$ cat config.mk
export PLATFORM = sky130hd
export DESIGN_NAME = multicycle_controller_flat
export DESIGN_NICKNAME = d
export VERILOG_FILES = /design/src/rtl/multicycle_controller_if.sv /design/src/rtl/multicycle_controller.sv /design/src/flat_wrapper.sv
export SDC_FILE = /design/constraint.sdc
export NUM_CORES = 1
export LEC_CHECK = 0
export CORE_MARGIN = 2
export CORE_UTILIZATION = 30
export CTS_BUF_LIST = sky130_fd_sc_hd__clkbuf_4
export DETAILED_ROUTE_END_ITERATION = 7
export SLEW_MARGIN = 20
export SYNTH_ARGS = -nofsm -noshare
export SYNTH_HDL_FRONTEND = slang
export SYNTH_SLANG_ARGS = --single-unit
$ cat constraint.sdc
create_clock -name clk -period 2.4 [get_ports clk]
set_input_delay 0.48 -clock clk [delete_from_list [all_inputs] [get_ports clk]]
set_output_delay 0.48 -clock clk [all_outputs]
set_load 0.01 [all_outputs]
$ cat src/rtl/multicycle_controller_if.sv
// Control/status bundle between the multi-cycle controller and its datapath.
// The controller side is the master; the datapath side is the slave.
interface multicycle_controller_if #(
   parameter int unsigned RETIRE_W = 32
);
   logic [6:0]          opcode;
   logic                zero;
   logic                mem_ready;
   logic                pc_write;
   logic                ir_write;
   logic                adr_src;
   logic                mem_read;
   logic                mem_write;
   logic                reg_write;
   logic [1:0]          result_src;
   logic [1:0]          alu_src_a;
   logic [1:0]          alu_src_b;
   logic [1:0]          alu_op;
   logic [3:0]          state;
   logic                illegal;
   logic [RETIRE_W-1:0] retired;

   modport master (
      input  opcode, zero, mem_ready,
      output pc_write, ir_write, adr_src, mem_read, mem_write, reg_write,
             result_src, alu_src_a, alu_src_b, alu_op, state, illegal, retired
   );

   modport slave (
      output opcode, zero, mem_ready,
      input  pc_write, ir_write, adr_src, mem_read, mem_write, reg_write,
             result_src, alu_src_a, alu_src_b, alu_op, state, illegal, retired
   );
endinterface

$ cat src/rtl/multicycle_controller.sv
// Moore FSM sequencing a multi-cycle RV32I datapath (R-type, load, store, beq),
// with memory ready handshake, retired-instruction counter and sticky illegal trap.
module multicycle_controller #(
   parameter int unsigned RETIRE_W = 32
) (
   input logic                    clk,
   input logic                    reset,
   multicycle_controller_if.master bus
);
   typedef enum logic [3:0] {
      S_FETCH    = 4'd0,
      S_DECODE   = 4'd1,
      S_MEMADR   = 4'd2,
      S_MEMREAD  = 4'd3,
      S_MEMWB    = 4'd4,
      S_MEMWRITE = 4'd5,
      S_EXECR    = 4'd6,
      S_ALUWB    = 4'd7,
      S_BEQ      = 4'd8,
      S_TRAP     = 4'd9
   } state_e;

   localparam logic [6:0] OP_LOAD  = 7'b0000011;
   localparam logic [6:0] OP_STORE = 7'b0100011;
   localparam logic [6:0] OP_RTYPE = 7'b0110011;
   localparam logic [6:0] OP_BEQ   = 7'b1100011;

   state_e              state_q, state_d;
   logic                store_q;
   logic                illegal_q;
   logic [RETIRE_W-1:0] retired_q;
   logic                retire;

   logic       adr_src_q, mem_read_q, mem_write_q, reg_write_q;
   logic       adr_src_d, mem_read_d, mem_write_d, reg_write_d;
   logic [1:0] result_src_q, alu_src_a_q, alu_src_b_q, alu_op_q;
   logic [1:0] result_src_d, alu_src_a_d, alu_src_b_d, alu_op_d;

   always_comb begin
      state_d = state_q;
      retire  = 1'b0;
      unique case (state_q)
         S_FETCH:    if (bus.mem_ready) state_d = S_DECODE;
         S_DECODE: begin
            case (bus.opcode)
               OP_LOAD, OP_STORE: state_d = S_MEMADR;
               OP_RTYPE:          state_d = S_EXECR;
               OP_BEQ:            state_d = S_BEQ;
               default:           state_d = S_TRAP;
            endcase
         end
         S_MEMADR:   state_d = store_q ? S_MEMWRITE : S_MEMREAD;
         S_MEMREAD:  if (bus.mem_ready) state_d = S_MEMWB;
         S_MEMWB: begin
            state_d = S_FETCH;
            retire  = 1'b1;
         end
         S_MEMWRITE: begin
            if (bus.mem_ready) begin
               state_d = S_FETCH;
               retire  = 1'b1;
            end
         end
         S_EXECR:    state_d = S_ALUWB;
         S_ALUWB, S_BEQ: begin
            state_d = S_FETCH;
            retire  = 1'b1;
         end
         S_TRAP:     state_d = S_TRAP;
         default:    state_d = S_FETCH;
      endcase
   end

   // Moore outputs are decoded from the next state so they can be registered
   // and still line up with the state they belong to.
   always_comb begin
      adr_src_d    = 1'b0;
      mem_read_d   = 1'b0;
      mem_write_d  = 1'b0;
      reg_write_d  = 1'b0;
      result_src_d = 2'b00;
      alu_src_a_d  = 2'b00;
      alu_src_b_d  = 2'b00;
      alu_op_d     = 2'b00;
      case (state_d)
         S_FETCH: begin
            mem_read_d   = 1'b1;
            result_src_d = 2'b10;
            alu_src_b_d  = 2'b10;
         end
         S_DECODE: begin
            alu_src_a_d = 2'b01;
            alu_src_b_d = 2'b01;
         end
         S_MEMADR: begin
            alu_src_a_d = 2'b10;
            alu_src_b_d = 2'b01;
         end
         S_MEMREAD: begin
            mem_read_d = 1'b1;
            adr_src_d  = 1'b1;
         end
         S_MEMWB: begin
            result_src_d = 2'b01;
            reg_write_d  = 1'b1;
         end
         S_MEMWRITE: begin
            mem_write_d = 1'b1;
            adr_src_d   = 1'b1;
         end
         S_EXECR: begin
            alu_src_a_d = 2'b10;
            alu_op_d    = 2'b10;
         end
         S_ALUWB:    reg_write_d = 1'b1;
         S_BEQ: begin
            alu_src_a_d = 2'b10;
            alu_op_d    = 2'b01;
         end
         default: ;
      endcase
   end

   always_ff @(posedge clk) begin
      if (reset) begin
         state_q      <= S_FETCH;
         store_q      <= 1'b0;
         illegal_q    <= 1'b0;
         retired_q    <= '0;
         adr_src_q    <= 1'b0;
         mem_read_q   <= 1'b1;
         mem_write_q  <= 1'b0;
         reg_write_q  <= 1'b0;
         result_src_q <= 2'b10;
         alu_src_a_q  <= 2'b00;
         alu_src_b_q  <= 2'b10;
         alu_op_q     <= 2'b00;
      end else begin
         state_q      <= state_d;
         adr_src_q    <= adr_src_d;
         mem_read_q   <= mem_read_d;
         mem_write_q  <= mem_write_d;
         reg_write_q  <= reg_write_d;
         result_src_q <= result_src_d;
         alu_src_a_q  <= alu_src_a_d;
         alu_src_b_q  <= alu_src_b_d;
         alu_op_q     <= alu_op_d;
         if (state_q == S_DECODE) store_q <= (bus.opcode == OP_STORE);
         if (state_d == S_TRAP)   illegal_q <= 1'b1;
         if (retire)              retired_q <= retired_q + RETIRE_W'(1);
      end
   end

   // ir_write/pc_write follow mem_ready and zero within the cycle.
   assign bus.ir_write   = (state_q == S_FETCH) && bus.mem_ready;
   assign bus.pc_write   = ((state_q == S_FETCH) && bus.mem_ready) ||
                           ((state_q == S_BEQ) && bus.zero);
   assign bus.adr_src    = adr_src_q;
   assign bus.mem_read   = mem_read_q;
   assign bus.mem_write  = mem_write_q;
   assign bus.reg_write  = reg_write_q;
   assign bus.result_src = result_src_q;
   assign bus.alu_src_a  = alu_src_a_q;
   assign bus.alu_src_b  = alu_src_b_q;
   assign bus.alu_op     = alu_op_q;
   assign bus.state      = state_q;
   assign bus.illegal    = illegal_q;
   assign bus.retired    = retired_q;
endmodule

$ cat src/flat_wrapper.sv
// flat-port wrapper written by rule: the top's interface ports become plain ports
module multicycle_controller_flat 
#(
   parameter int unsigned RETIRE_W = 32
)
  (clk, reset, bus_opcode, bus_zero, bus_mem_ready, bus_pc_write, bus_ir_write, bus_adr_src, bus_mem_read, bus_mem_write, bus_reg_write, bus_result_src, bus_alu_src_a, bus_alu_src_b, bus_alu_op, bus_state, bus_illegal, bus_retired);
  multicycle_controller_if #(.RETIRE_W(RETIRE_W)) bus_i ();
  input logic clk;
  input logic reset;
  input wire logic [$bits(bus_i.opcode)-1:0] bus_opcode;
  input wire logic [$bits(bus_i.zero)-1:0] bus_zero;
  input wire logic [$bits(bus_i.mem_ready)-1:0] bus_mem_ready;
  output wire logic [$bits(bus_i.pc_write)-1:0] bus_pc_write;
  output wire logic [$bits(bus_i.ir_write)-1:0] bus_ir_write;
  output wire logic [$bits(bus_i.adr_src)-1:0] bus_adr_src;
  output wire logic [$bits(bus_i.mem_read)-1:0] bus_mem_read;
  output wire logic [$bits(bus_i.mem_write)-1:0] bus_mem_write;
  output wire logic [$bits(bus_i.reg_write)-1:0] bus_reg_write;
  output wire logic [$bits(bus_i.result_src)-1:0] bus_result_src;
  output wire logic [$bits(bus_i.alu_src_a)-1:0] bus_alu_src_a;
  output wire logic [$bits(bus_i.alu_src_b)-1:0] bus_alu_src_b;
  output wire logic [$bits(bus_i.alu_op)-1:0] bus_alu_op;
  output wire logic [$bits(bus_i.state)-1:0] bus_state;
  output wire logic [$bits(bus_i.illegal)-1:0] bus_illegal;
  output wire logic [$bits(bus_i.retired)-1:0] bus_retired;
  assign bus_i.opcode = bus_opcode;
  assign bus_i.zero = bus_zero;
  assign bus_i.mem_ready = bus_mem_ready;
  assign bus_pc_write = bus_i.pc_write;
  assign bus_ir_write = bus_i.ir_write;
  assign bus_adr_src = bus_i.adr_src;
  assign bus_mem_read = bus_i.mem_read;
  assign bus_mem_write = bus_i.mem_write;
  assign bus_reg_write = bus_i.reg_write;
  assign bus_result_src = bus_i.result_src;
  assign bus_alu_src_a = bus_i.alu_src_a;
  assign bus_alu_src_b = bus_i.alu_src_b;
  assign bus_alu_op = bus_i.alu_op;
  assign bus_state = bus_i.state;
  assign bus_illegal = bus_i.illegal;
  assign bus_retired = bus_i.retired;
  multicycle_controller #(.RETIRE_W(RETIRE_W)) u_core (.clk(clk), .reset(reset), .bus(bus_i));
endmodule
# Word level (Yosys, flattened, before mapping)
# Cells that the tools add are included.
# classes
add_sub_neg	1
n_eq_ne	22
muxes	16
reduce_logical	12
# op_table
cell	n
32-bit by 1-bit adder with 32-bit output (second input constant)	1
4-bit by 3-bit == test with 1-bit output (second input constant)	8
4-bit one-hot mux with 7 select lines	1
4-bit by 2-bit == test with 1-bit output (second input constant)	4
4-bit == test (second input constant)	4
2-bit one-hot mux with 2 select lines	4
7-bit by 6-bit == test with 1-bit output (second input constant)	2
4-bit 2-to-1 mux	3
4-bit one-hot mux with 3 select lines	1
2-bit OR reduction	5
4-bit by 1-bit == test with 1-bit output (second input constant)	2
4-bit zero test	2
7-bit by 2-bit == test with 1-bit output (second input constant)	1
7-bit == test (second input constant)	1
3-bit OR reduction	2
1-bit 2-to-1 mux	5
3-bit 2-to-1 mux	1
1-bit logical AND	2
1-bit one-hot mux with 2 select lines	1
1-bit logical OR	1
# totals
reg_bits	50
out_inout_bits	51

# Logic depth before layout (Yosys ltp)
# Gate-level depths: netlist (run 1).
# logic_depth
word_depth	7
depth_mapped	7
ltp_nobuf	5

# Worst setup path after synthesis (run 1)
# No wires, ideal clock.
# synth_timing
path_kind	register to register
startpoint	reg u_core.state_q[0] (netlist: u_core.bus.state[0])
endpoint	reg u_core.retired_q[31] (netlist: u_core.bus.retired[31])
setup_time_ps	70
arrival_time_ps	1787
required_time_ps	2330
setup_slack_ps	543
stages_incl_launch_ff	6
n_path_buf	0
synth_period_minus_slack_ps	1857
path_cell_list	dfxtp_1 or2_1 a211o_1 a21o_1 or4_1 a21oi_1
# synth_via
elab_chain_len	3
elab_cells_between_ends	6
cone_classes	4 x eq/ne; 1 x mux; 1 x reduce/logical
# synth_rtl
item	line	source
start: declaration	multicycle_controller.sv:28	state_e state_q, state_d;
start signal: assignment	multicycle_controller.sv:139	state_q <= state_d;
4-bit by 3-bit == test with 1-bit output or 4-bit == test (tied branches)	multicycle_controller.sv:42	unique case (state_q)
3-bit OR reduction (no line)	n/a	
1-bit one-hot mux with 2 select lines (*)	multicycle_controller.sv:42	
end signal: assignment	multicycle_controller.sv:150	if (retire) retired_q <= retired_q + RETIRE_W'(1);
end: declaration	multicycle_controller.sv:31	logic [RETIRE_W-1:0] retired_q;
# Mark *: on every way between the ends. The rest lies on a longest branch, timed or not.
# A chain may end at the register's enable or synchronous reset.

# Final worst setup path (run 1)
# layout_timing
startpoint	reg u_core.state_q[3] (netlist: u_core.bus.state[3])
endpoint	out bus_state[3]
# layout_rtl
item	line	source
end: declaration	flat_wrapper.sv:23	output wire logic [$bits(bus_i.state)-1:0] bus_state;
# No word-level cell between the ends.

==> results of run 1 <==
-- power by group through the flow --
| stage | combinational (mW) | sequential, mW | clock (mW) |
|---|---|---|---|
| after detailed placement | 0.194 | 0.883 | 0 |
| after floorplan | 0.0948 | 0.887 | 0 |
| final | 0.193 | 0.863 | 0.590 |
| after global routing | 0.211 | 0.866 | 0.644 |
| after global placement | 0.192 | 0.882 | 0 |
| after CTS | 0.195 | 0.865 | 0.610 |
-- final cells by class --
cell class,instances,area (µm²),area share (%)
inverters,9,33.78,1.035
flip-flops and latches,50,1005,30.78
well taps,102,127.6,3.910
clock inverters,3,63.81,1.955
clock buffers,5,37.54,1.150
repair buffers,76,728.2,22.31
multi-input cells,201,1269,38.87
-- Yosys cell counts (all sizes together) (6+ instances only) --
cell | number | share of area, %
nand3 | 7 | 1.5
a21oi | 21 | 4.4
xor2 | 11 | 4.1
or3 | 8 | 2.1
buf | 6 | 1.7
nand2 | 10 | 1.6
clkbuf | 9 | 1.4
xnor2 | 7 | 2.6
o31ai | 6 | 1.9
inv | 9 | 1.4
nor2 | 32 | 5.1
o21ai | 18 | 4.0
o211ai | 6 | 1.9
dfxtp | 50 | 42
-- metrics by stage --
step | utilization [%] | std cells | hold WS (ns) | worst slack (ns)
final | 42.46 | 446 | 0.4805 | 0.3215
after floorplan | - | 275 | 0.4696 | 0.5425
after global routing | 42.46 | 446 | 0.5359 | 0.2368
after global placement | 40.97 | 438 | 0.4570 | -0.04867
after detailed placement | 40.97 | 438 | 0.4675 | -0.04616
after CTS | 42.37 | 446 | 0.4876 | 0.01548
-- final timing paths --
path	from	to	slack [ns]	cells past startpoint
hold reg to reg	u_core.bus.illegal	u_core.bus.illegal	0.48	2
setup reg to reg	u_core.bus.state[1]	u_core.bus.retired[31]	0.35	5
setup / recovery	u_core.bus.state[3]	bus_state[3]	0.32	1
hold / removal	u_core.bus.illegal	u_core.bus.illegal	0.48	2
-- cell families after synthesis --
group                      Yosys count  share of synthesized area [%]
and+or+nand+nor                    105                          24.62
xor gates and xnor gates            18                          6.642
DFF                                 50                          42.17
AOI/OAI and AO/OA                   77                          21.45
adders and majority gates            1                         0.5271
buffers and inverters               24                          4.586
-- tightest hold or removal path: cells and delay by family (launching register included) --
family | cells | cell delay, ns
compound gates | 1 | 0.05
flops | 1 | 0.35
buf+inv | 1 | 0.05
-- state kept, by name (all words and copies together), names as in the netlist --
signal,flops
u_core.bus.reg_write,1
u_core.bus.result_src,2
u_core.bus.mem_write,1
u_core.bus.adr_src,1
u_core.bus.alu_src_b,2
u_core.bus.alu_op,2
u_core.bus.mem_read,1
u_core.bus.illegal,1
u_core.bus.alu_src_a,2
u_core.bus.state,4
u_core.store_q,1
u_core.bus.retired,32
-- what timing repair did --
action / in CTS / in global routing
resized for setup: 2 / 3
endpoints found under the setup margin: 2 / 2
pin swaps: 0 / 0
-- routing by layer --
metal | vias up | part of all wire [%] | track usage, %
li1 | 1138 | - | -
met1 | 1025 | 48 | 17.71
met2 | 52 | 46 | 22.95
met3 | 5 | 5.1 | 3.743
met4 | 0 | 1.0 | 4.412
met5 | - | 0 | 0
==> flow_metrics.tcl, run 1 <==
set metrics [dict create \
    status "completed" \
    seqPwrFrac_pct 52.4 \
    tns_ns 0 \
    crit_path_cell_trace "clkdlybuf4s50_1" \
    numPortBuffers 61 \
    path_class "reg -> out" \
    synth_edf_count 0 \
    p_leak_nw 1.124 \
    clockBufferDepth 2 \
    fmax_mhz 481.1 \
    path_buf_inv 1 \
    dp_hpwl_um 4364 \
    worstPathMaxFanout 13 \
    dominantRegCellSynth "dfxtp_1" \
    io_pins 62 \
    area_growth_pct 37.53 \
    drt_pre_antenna_iters 4 \
    rsz0062_at_grt "false" \
    fp.dieH_um 92.95 \
    yosysUniqueCellTypes 52 \
    grt_overflow_total 0 \
    cts.reportedPaths.clkPinSlew_ns 0.14 \
    cts_setup_buffers 0 \
    drive_gt1_share_pct 8.721 \
    synth-seq-cells 50 \
    clock-root-buffer "clkbuf_4" \
    crit_path_end_kind "output port" \
    worstMarginPinSlew_ns 0.5399 \
    core.rowCount 32 \
    postSynthCellCount 275 \
    routedWlPerCell_um 13.53 \
    final_hold_viol_count 0 \
    layout_commonest_cell "clkdlybuf4s50_1" \
    arrival_ns 1.60 \
    design.core.area_um2 7687 \
    period_share_pct 86.61 \
    layout_min_cycle_time_ns 2.079 \
    combinationalPowerShare_pct 11.7 \
    relSlewSlack_pct 63.85 \
    cts-hold-fix-buffers 0 \
    synthArstFlopShare_pct 0 \
    switching_share_pct 23.11 \
    synth.avg_cell_area_um2 8.631 \
    post_drt_via_cell_ratio 4.978 \
    totalWireLength_um 6035 \
    n_antenna_cell 0 \
    max_cap_violations 0 \
    grt_pass1_vias 2098 \
    synth_nets 287 \
    cpPeakStageDelay_ns 0.62 \
    final_cell_mix "clkdlybuf4s50_1 (59), dfxtp_1 (49), nor2_1 (32), a21oi_1 (21)" \
    vias 2220 \
    clock_latency_ns 0.37 \
    final_nets 355 \
    yosysSeqAreaShare_pct 42.17 \
    cts_made_buffers 5 \
    p_int_mw 1.266 \
    htree_num_levels 2 \
    ant_nets 0 \
    fin_worst_skew_ns 0.004758 \
    power_frac_clock_pct 35.9 \
    start_util_pct 30.88 \
    grt_max_degree 41 \
    grt_pass1_wl_um 9770 \
    fillers 811 \
    required_ns 1.92 \
    final_cell_area_um2 3264 \
    slowest_stage "clkdlybuf4s50_1" \
    maxSlewViolCount 0 \
    antenna_found_initial 0 \
    placed_cell_area_um2 3149 \
    total_power_mw 1.646 \
    synth_warnings 0 \
    p_per_area_nw_per_um2 504.2 \
    crit_family "buffers and inverters" \
    grt_usage_pct 13.93 \
    synthesis.area_um2 2374 \
    drc 0 \
    die-area_um2 8640 \
    dieWidth_um 92.95 \
    tritoncts "yes" \
    clkSinkCount 50 \
    cp-start-kind "flip-flop" \
    hp-class "reg -> reg" \
    worst_ir_drop_vdd_uv 312.9 \
    drt-initial-drc-count 57 \
    globalplace.congestion 0.7989 \
    p_switching_mw 0.3803 \
    setup_viol 0 \
]
(Power assumes the default switching activity.)
==> inputs of run 2 (changes only) <==
--- a/config.mk
+++ b/config.mk
@@ -5,10 +5,13 @@
 export SDC_FILE = /design/constraint.sdc
 export NUM_CORES = 1
 export LEC_CHECK = 0
+export CAP_MARGIN = 20
+export CORE_ASPECT_RATIO = 1.1
 export CORE_MARGIN = 2
-export CORE_UTILIZATION = 30
+export CORE_UTILIZATION = 50
 export CTS_BUF_LIST = sky130_fd_sc_hd__clkbuf_4
 export DETAILED_ROUTE_END_ITERATION = 7
+export PLACE_DENSITY = 0.82
 export SLEW_MARGIN = 20
 export SYNTH_ARGS = -nofsm -noshare
 export SYNTH_HDL_FRONTEND = slang
==> run 2 against run 1 <==
Critical path type is now in -> out. Hold slack got worse by 0.0056 ns. Maximum frequency is 8.1% lower. Cell count is 11% lower. Highest routed layer unchanged. Sequential cell count unchanged. Wire length fell by 8.5%. Clock-buffer cell count unchanged. Clock skew up 0.0026 ns. Register-to-register slack gained 0.06 ns. Non-clock buffer count fell by 4. Critical endpoint is now bus_pc_write. Sequential share of layout area increased by 1.2 points. Global-route usage increased by 6.4 points.
==> flow_metrics.tcl, run 2 (same netlist as run 1, synthesis figures left out) <==
set metrics [dict create \
    status "completed" \
    grt_usage_pct 20.32 \
    hp-class "reg -> reg" \
    io_pins 62 \
    p_leak_nw 1.075 \
    dp_hpwl_um 4049 \
    regArea_um2 1006 \
    drc 0 \
    rr_startpoint "u_core.bus.retired[11]" \
    clkSinkCount 50 \
    cp-start-kind "primary input" \
    required_ns 1.92 \
    drt_pre_antenna_iters 5 \
    layout_commonest_cell "clkdlybuf4s50_1" \
    design.core.area_um2 4619 \
    routedWlPerCell_um 13.94 \
    worstPathMaxFanout 3 \
    fillers 385 \
    cts_setup_buffers 0 \
    cts-hold-fix-buffers 0 \
    layout_min_cycle_time_ns 2.262 \
    dieWidth_um 69.69 \
    cts.reportedPaths.clkPinSlew_ns 0.15 \
    n_antenna_cell 0 \
    drt-initial-drc-count 198 \
    antenna_found_initial 0 \
    startpoint "bus_mem_ready" \
    total_power_mw 1.465 \
    max_cap_violations 0 \
    fp.dieH_um 76.26 \
    start_util_pct 51.38 \
    largest_reg_flops 32 \
    relSlewSlack_pct 65.64 \
    cts_made_buffers 5 \
    maxSlewViolCount 0 \
    final_hold_viol_count 0 \
    numPortBuffers 61 \
    tritoncts "yes" \
    grt_pass1_vias 1932 \
    vias 2300 \
    p_per_area_nw_per_um2 466.2 \
    clock-root-buffer "clkbuf_4" \
    totalWireLength_um 5521 \
    final_nets 351 \
    rsz0062_at_grt "false" \
    worst_ir_drop_vdd_uv 285.2 \
    path_class "in -> out" \
    globalplace.congestion 0.8710 \
    worstMarginPinSlew_ns 0.5131 \
    fmax_mhz 442.0 \
    crit_path_end_kind "output port" \
    period_share_pct 94.26 \
    hold_start "u_core.bus.illegal" \
    grt_max_degree 21 \
    final_cell_mix "clkdlybuf4s50_1 (60), dfxtp_1 (46), nor2_1 (32), a21oi_1 (21), o21ai_0 (15)" \
    arrival_ns 1.78 \
    core.rowCount 26 \
    tns_ns 0 \
    die-area_um2 5315 \
    post_drt_via_cell_ratio 5.808 \
    ant_nets 0 \
    setup_viol 0 \
    fin_worst_skew_ns 0.007310 \
    grt_overflow_total 0 \
    multi_input_area_um2 1275 \
    area_growth_pct 32.42 \
    grt_pass1_wl_um 8907 \
    clockBufferDepth 2 \
    drive_gt1_share_pct 8.824 \
    htree_num_levels 2 \
    clock_latency_ns 0.37 \
]
==> run 2: changes by cell type in the layout (fill, tap and decap cells not counted), sizes merged <==
cell	change
clkdlybuf4s50	+1
bufinv	-2
inv	+1
buf	-4
clkinvlp	+1
dlymetal6s2s	-1
==> run 2: path summary, 6_finish.rpt <==
path | end | slack [ns] | depth (start not counted)
worst min-delay path | u_core.bus.illegal | 0.47 | 2
worst max-delay path | bus_pc_write | 0.14 | 4
worst min register to register | u_core.bus.illegal | 0.47 | 2
worst max register to register | u_core.bus.retired[26] | 0.41 | 5
==> run 2: worst max-delay path, stage by stage <==
cell and delay, ns:
clkdlybuf4s50_1 0.51, nand2b_1 0.08, a21boi_0 0.15, clkdlybuf4s50_1 0.55
==> run 2: repair_timing <==
item                                    in CTS  in global routing
resized for setup                            2                  5
hold endpoints to repair                     0                  0
endpoints found under the setup margin       1                  2
==> run 2: cell type report <==
cell class                 instances  area share, %
clock inverter                     3         0.7962
sequential                        50          32.01
timing repair buffer              72          22.13
clock buffer                       5          1.194
multi-input combinational        201          40.57
inverter                           9          1.075
tap                               56          2.229
==> run 2: through the flow <==
step | util (%) | worst slack [ns] | cells | hold slack [ns] | cell area (µm²)
4_1_cts | 67.77 | 0.01035 | 396 | 0.4812 | 3131
6_report | 68.04 | 0.1377 | 396 | 0.4749 | 3143
2_1_floorplan | - | 0.5425 | 275 | 0.4696 | 2374
3_3_place_gp | 66.28 | 0.02066 | 388 | 0.4386 | 3062
3_5_place_dp | 66.28 | -0.002308 | 388 | 0.4611 | 3062
5_1_grt | 68.04 | 0.01228 | 396 | 0.5122 | 3143
==> run 2: report_power, final <==
group | internal (mW) | leakage, nW | switching (mW)
clock | 0.120 | 0.0318 | 0.288
sequential | 0.851 | 0.407 | 0.0174
combinational | 0.0957 | 0.636 | 0.0926
==> run 2: per-layer routing <==
metal  vias up  GRT usage, %  part of all wire (%)
met1      1101         26.12                    46
met4         0         5.769                   1.1
met2        58         34.33                    48
met5         -             0                     0
li1       1134             -                     -
met3         7         4.497                   5.3
